`src/rtl/deserialize_frame_pkg.sv`:
```
// Shared types and helpers for the serial frame deserializer.
// PARITY state is only reachable when PARITY_CHECK_EN is defined.
package deser_pkg;

  typedef enum logic [1:0] {
    IDLE,
    RECV,
    PARITY
  } deser_state_t;

  localparam int DESER_WIDTH_DEFAULT = 4;

  function automatic int cnt_w(input int width);
    return $clog2(width + 1);
  endfunction

endpackage

```
`src/rtl/deserialize_frame_out_buffer.sv`:
```
// One-entry valid/ready holding register with sticky overrun detection.
// Carries a parity_error sideband alongside each buffered word.
module deser_out_buffer #(
  parameter int WIDTH = 4
) (
  input  logic             clock,
  input  logic             reset,
  input  logic             load,
  input  logic [WIDTH-1:0] load_data,
  input  logic             load_parity_error,
  input  logic             data_ready,
  input  logic             overrun_clear,
  output logic [WIDTH-1:0] data_out,
  output logic             data_valid,
  output logic             parity_error,
  output logic             overrun
);

  logic consume;
  logic accept;
  logic drop;

  assign consume = data_valid & data_ready;
  assign accept  = load & (~data_valid | consume);
  assign drop    = load & data_valid & ~data_ready;

  always_ff @(posedge clock or posedge reset) begin
    if (reset) begin
      data_out     <= '0;
      data_valid   <= 1'b0;
      parity_error <= 1'b0;
    end else if (accept) begin
      data_out     <= load_data;
      data_valid   <= 1'b1;
      parity_error <= load_parity_error;
    end else if (consume) begin
      data_valid   <= 1'b0;
      parity_error <= 1'b0;
    end
  end

  // A fresh drop takes priority over a simultaneous clear request.
  always_ff @(posedge clock or posedge reset) begin
    if (reset) begin
      overrun <= 1'b0;
    end else if (drop) begin
      overrun <= 1'b1;
    end else if (overrun_clear) begin
      overrun <= 1'b0;
    end
  end

endmodule

```
`src/rtl/deserialize_frame.sv`:
```
// Serial-in/parallel-out receiver feeding a one-entry valid/ready buffer.
// Define PARITY_CHECK_EN to expect a trailing even-parity bit per frame.
module deserialize_frame
  import deser_pkg::*;
#(
  parameter int WIDTH     = DESER_WIDTH_DEFAULT,
  parameter bit MSB_FIRST = 1'b1
) (
  input  logic                     clock,
  input  logic                     reset,
  input  logic                     serial_in,
  input  logic                     serial_valid,
  input  logic                     frame_start,
  output logic [WIDTH-1:0]         data_out,
  output logic                     data_valid,
  input  logic                     data_ready,
  output logic                     overrun,
  input  logic                     overrun_clear,
  output logic [cnt_w(WIDTH)-1:0]  bit_count,
  output logic                     parity_error
);

  localparam int CW = cnt_w(WIDTH);
  localparam logic [CW-1:0] LAST_IDX = CW'(WIDTH - 1);

  deser_state_t     state, state_next;
  logic [WIDTH-1:0] shreg, shreg_next;
  logic [CW-1:0]    count, count_next;
  logic [WIDTH-1:0] shifted;
  logic [WIDTH-1:0] done_word;
  logic             word_done;
  logic             word_perr;

  function automatic logic [WIDTH-1:0] shift_in(input logic [WIDTH-1:0] cur, input logic b);
    if (MSB_FIRST) return {cur[WIDTH-2:0], b};
    else           return {b, cur[WIDTH-1:1]};
  endfunction

  assign shifted = shift_in(shreg, serial_in);

  always_ff @(posedge clock or posedge reset) begin
    if (reset) begin
      state <= IDLE;
      shreg <= '0;
      count <= '0;
    end else begin
      state <= state_next;
      shreg <= shreg_next;
      count <= count_next;
    end
  end

  // frame_start wins over everything, but a coincident bit still opens the new frame.
  always_comb begin
    state_next = state;
    shreg_next = shreg;
    count_next = count;
    done_word  = '0;
    word_done  = 1'b0;
    word_perr  = 1'b0;
    if (frame_start) begin
      state_next = IDLE;
      shreg_next = '0;
      count_next = '0;
      if (serial_valid) begin
        state_next = RECV;
        shreg_next = shift_in('0, serial_in);
        count_next = CW'(1);
      end
    end else if (serial_valid) begin
      unique case (state)
        IDLE, RECV: begin
          state_next = RECV;
          shreg_next = shifted;
          count_next = count + CW'(1);
          if (count == LAST_IDX) begin
`ifdef PARITY_CHECK_EN
            state_next = PARITY;
`else
            state_next = IDLE;
            shreg_next = '0;
            count_next = '0;
            done_word  = shifted;
            word_done  = 1'b1;
`endif
          end
        end
`ifdef PARITY_CHECK_EN
        PARITY: begin
          state_next = IDLE;
          shreg_next = '0;
          count_next = '0;
          done_word  = shreg;
          word_done  = 1'b1;
          word_perr  = (^shreg) ^ serial_in;
        end
`endif
        default: begin
          state_next = IDLE;
          shreg_next = '0;
          count_next = '0;
        end
      endcase
    end
  end

  assign bit_count = count;

  deser_out_buffer #(
    .WIDTH(WIDTH)
  ) u_out_buffer (
    .clock            (clock),
    .reset            (reset),
    .load             (word_done),
    .load_data        (done_word),
    .load_parity_error(word_perr),
    .data_ready       (data_ready),
    .overrun_clear    (overrun_clear),
    .data_out         (data_out),
    .data_valid       (data_valid),
    .parity_error     (parity_error),
    .overrun          (overrun)
  );

endmodule

```
`config.mk`:
```
export PLATFORM = sky130hd
export DESIGN_NAME = deserialize_frame
export DESIGN_NICKNAME = d
export VERILOG_FILES = /design/src/rtl/deserialize_frame_pkg.sv /design/src/rtl/deserialize_frame_out_buffer.sv /design/src/rtl/deserialize_frame.sv
export SDC_FILE = /design/constraint.sdc
export NUM_CORES = 1
export LEC_CHECK = 0
export CORE_AREA = 4 4 42 44
export CTS_CLUSTER_DIAMETER = 120
export CTS_CLUSTER_SIZE = 14
export DETAILED_ROUTE_END_ITERATION = 10
export DIE_AREA = 0 0 46 48
export PLACE_DENSITY = 0.74
export SYNTH_ARGS = -nofsm -noshare
export SYNTH_HDL_FRONTEND = slang
export SYNTH_SLANG_ARGS = --single-unit
```
`constraint.sdc`:
```
create_clock -name clock -period 1.5 [get_ports clock]
set_input_delay 0.375 -clock clock [delete_from_list [all_inputs] [get_ports clock]]
set_output_delay 0.375 -clock clock [all_outputs]
set_load 0.01 [all_outputs]
```
==> out/qor.yml <==
clock_network:
  cts_buffers: 3
  cts_buffer_depth: 2
  clk_pin_slew_ns: 0.07
  cts_tree: "done"
  root_buffer: "clkbuf_4"
  clock_sinks: 12
  cts_hold_buf: 0
  clk_latency_ns: 0.27
  htreeDepth: 1
synth:
  ys_warn_count: 0
  postSynthCellCount: 47
  synth_area_leaders: "dfrtp_1, mux2_4, nand4b_4, nand2b_1, a21oi_1"
  postSynth.asyncResetShare_pct: 100
  syn_area_per_cell_um2: 12.1
  synth.most_common_cell: "dfrtp_1"
  synth-edff-count: 0
  yosysTopAreaCell: "dfrtp_1"
  synth_seq_area_share_pct: 53.0
  synth_top_flop_cell: "dfrtp_1"
  yosys_register_bits: 12
  yosys-top-cells-count: "dfrtp_1, mux2_4"
  synth_top_area_share_pct: 53.0
  synth_nets: 55
  synth_cell_types: 21
  syn_area_um2: 567
setup_path:
  ff2ff_setup_slack_ns: 0.11
  cpMaxStageDelayCell: "dfrtp_1"
  path_delay_family: "flip-flops"
  reg2reg_to: "u_out_buffer.data_out[0]$_DFFE_PP0P_"
  worstReg2RegStart: "bit_count[0]$_DFFE_PP0P_"
  slowest_delay_ns: 0.39
  cp_num_buf_inv: 0
  cp_max_fo: 4
  worstSetupPathType: "flip-flop to flip-flop"
  worstPathRequired_ns: 1.65
  start_kind: "flip-flop"
  worstPathCellList: "ha_1 -> nor2b_4 -> nand4b_4 -> mux2_4"
  worst_setup_path_end_kind: "flip-flop"
  reg2reg_depth: 4
  cp.arrival_ns: 1.54
timing:
  drv_slew: 0
  fin_skew_ns: 0.00417
  whs_ns: 0.419
  timing.final.crit_share_pct: 93.0
  period_minus_slack_ns: 1.39
  max_freq_mhz: 717
  tns_ns: 0
  setup_viol: 0
  grt_setup_unrepaired: "no"
  hold_viol: 0
finish:
  area_growth_syn_to_layout_pct: 34.2
  regArea_um2: 300
  drive_gt1_share_pct: 19.7
  diodes: 0
  final_area_um2: 761
  fin_nets: 76
  nFillCells: 132
  multi_input_area_um2: 238
power:
  pwr-share-clk_pct: 27.1
  p_int_mw: 0.526
  power_density_nw_per_um2: 920
  vdd_drop_max_mv: 0.472
  seq_power_share_pct: 52.9
  leakagePower_nw: 0.395
  combPwrFrac_pct: 20.0
  sw_frac_of_total_pct: 24.8
  p_switching_mw: 0.174
routing:
  dr.pass1.iters: 4
  vias: 401
  wl_um: 1070
  routed_via_density: 4.89
  drtIter0Drc: 4
  post_drt_wl_per_cell_um: 13.0
  drc: 0
  antenna_left: 0
grt:
  grt.total_usage_pct: 11.2
  grt_pass1_wl_um: 1660
  grt_pass1_vias: 389
  grt_antenna_before_repair: 0
  grt_overflow: 0
  grt_max_degree: 13
placed_design:
  io_buffers: 15
  dpl_cell_area_um2: 742
  gp_congestion: 0.751
  post-dp-hpwl_um: 796
die:
  die_h_um: 48
  die_w_um: 46
  boundaryPins: 17
  initial_utilization_pct: 39.5
  row_count: 14
  die_area_um2: 2210
  core_area_um2: 1440
job:
  max-cap-violations: 0
status:
  outcome: "complete, no violations"
min_path:
  hp-class: "input pin to asynchronous set/reset pin"
per-layer routing:
layer  part of all wire, %  wire (um)  global-route usage (%)  up-vias
li1                      -          -                       -      196
met1                    51        544                    14.2      190
met2                    42        443                    15.1       13
met3                   5.3         57                    3.38        2
met4                   2.0         21                    10.2        0
met5                     0          0                       0        -
area by class of cell:
class                   count  area share [%]
inverters                   3            1.48
multi-input cells          29            31.2
well taps                  16            2.63
clock buffers               3            2.96
repair buffers             19            22.2
flip-flops and latches     12            39.5
state kept, by name (all words and copies together), names as in the netlist:
name,count
shreg,3
bit_count,3
u_out_buffer.data_out,4
u_out_buffer.overrun,1
u_out_buffer.data_valid,1
worst max-delay path by stage:
stage,slack [ns],endpoint,from,cells after the start
3_5_place_dp,-0.13,u_out_buffer.data_out[2]$_DFFE_PP0P_,data_ready,4
2_1_floorplan,0.15,u_out_buffer.data_out[0]$_DFFE_PP0P_,bit_count[0]$_DFFE_PP0P_,4
5_1_grt,0.03,u_out_buffer.data_out[0]$_DFFE_PP0P_,bit_count[0]$_DFFE_PP0P_,4
3_3_place_gp,-0.12,u_out_buffer.data_out[0]$_DFFE_PP0P_,data_ready,4
6_report,0.11,u_out_buffer.data_out[0]$_DFFE_PP0P_,bit_count[0]$_DFFE_PP0P_,4
4_1_cts,0.1,u_out_buffer.data_out[0]$_DFFE_PP0P_,bit_count[0]$_DFFE_PP0P_,4
placed cells by master (no fill, tap or decap), drive strengths merged:
| cell | n |
|---|---|
| clkbuf | 3 |
| o211ai | 1 |
| clkdlybuf4s50 | 6 |
| a211oi | 1 |
| a22o | 1 |
| or2b | 2 |
| ha | 1 |
| conb | 1 |
| nand4b | 1 |
| nor2 | 1 |
| a21oi | 3 |
| nand3b | 1 |
| dfrtp | 12 |
| o22ai | 1 |
| nor2b | 1 |
| inv | 3 |
| o21bai | 1 |
| buf | 4 |
| nand3 | 3 |
| dlygate4sd2 | 9 |
| mux2 | 4 |
| nand2 | 3 |
| nand2b | 3 |
power groups by stage:
stage                     combinational, mW  clock (mW)  sequential [mW]
after floorplan                      0.0688           0            0.386
after global placement                0.157           0            0.376
after detailed placement              0.157           0            0.378
after CTS                             0.142       0.203            0.370
after global routing                  0.152       0.214            0.374
final                                 0.140       0.190            0.370
through the flow:
stage,cells,util (%),total power [mW],setup WS (ns)
floorplan,47,-,0.455,0.150
global placement,78,51.7,0.533,-0.119
detailed placement,78,51.7,0.536,-0.127
CTS,82,53.0,0.715,0.0950
global route,82,53.0,0.740,0.0294
finish,82,53.0,0.700,0.106
cells by family after synthesis:
| kind of cell | Yosys count | synth area share (%) |
|---|---|---|
| muxes | 4 | 10.6 |
| adders and majority gates | 1 | 2.21 |
| and+or+nand+nor | 15 | 19.2 |
| buffers and inverters | 6 | 5.08 |
| other | 1 | 0.662 |
| DFF | 12 | 53.0 |
| AOI/OAI and AO/OA | 8 | 9.27 |
what timing repair did:
item | 4_1_cts | 5_1_grt
setup buffers | 1 | 0
endpoints found under the setup margin | 9 | 0
gates resized for setup | 9 | 0
No activity file was read; power rests on OpenSTA's default activity.
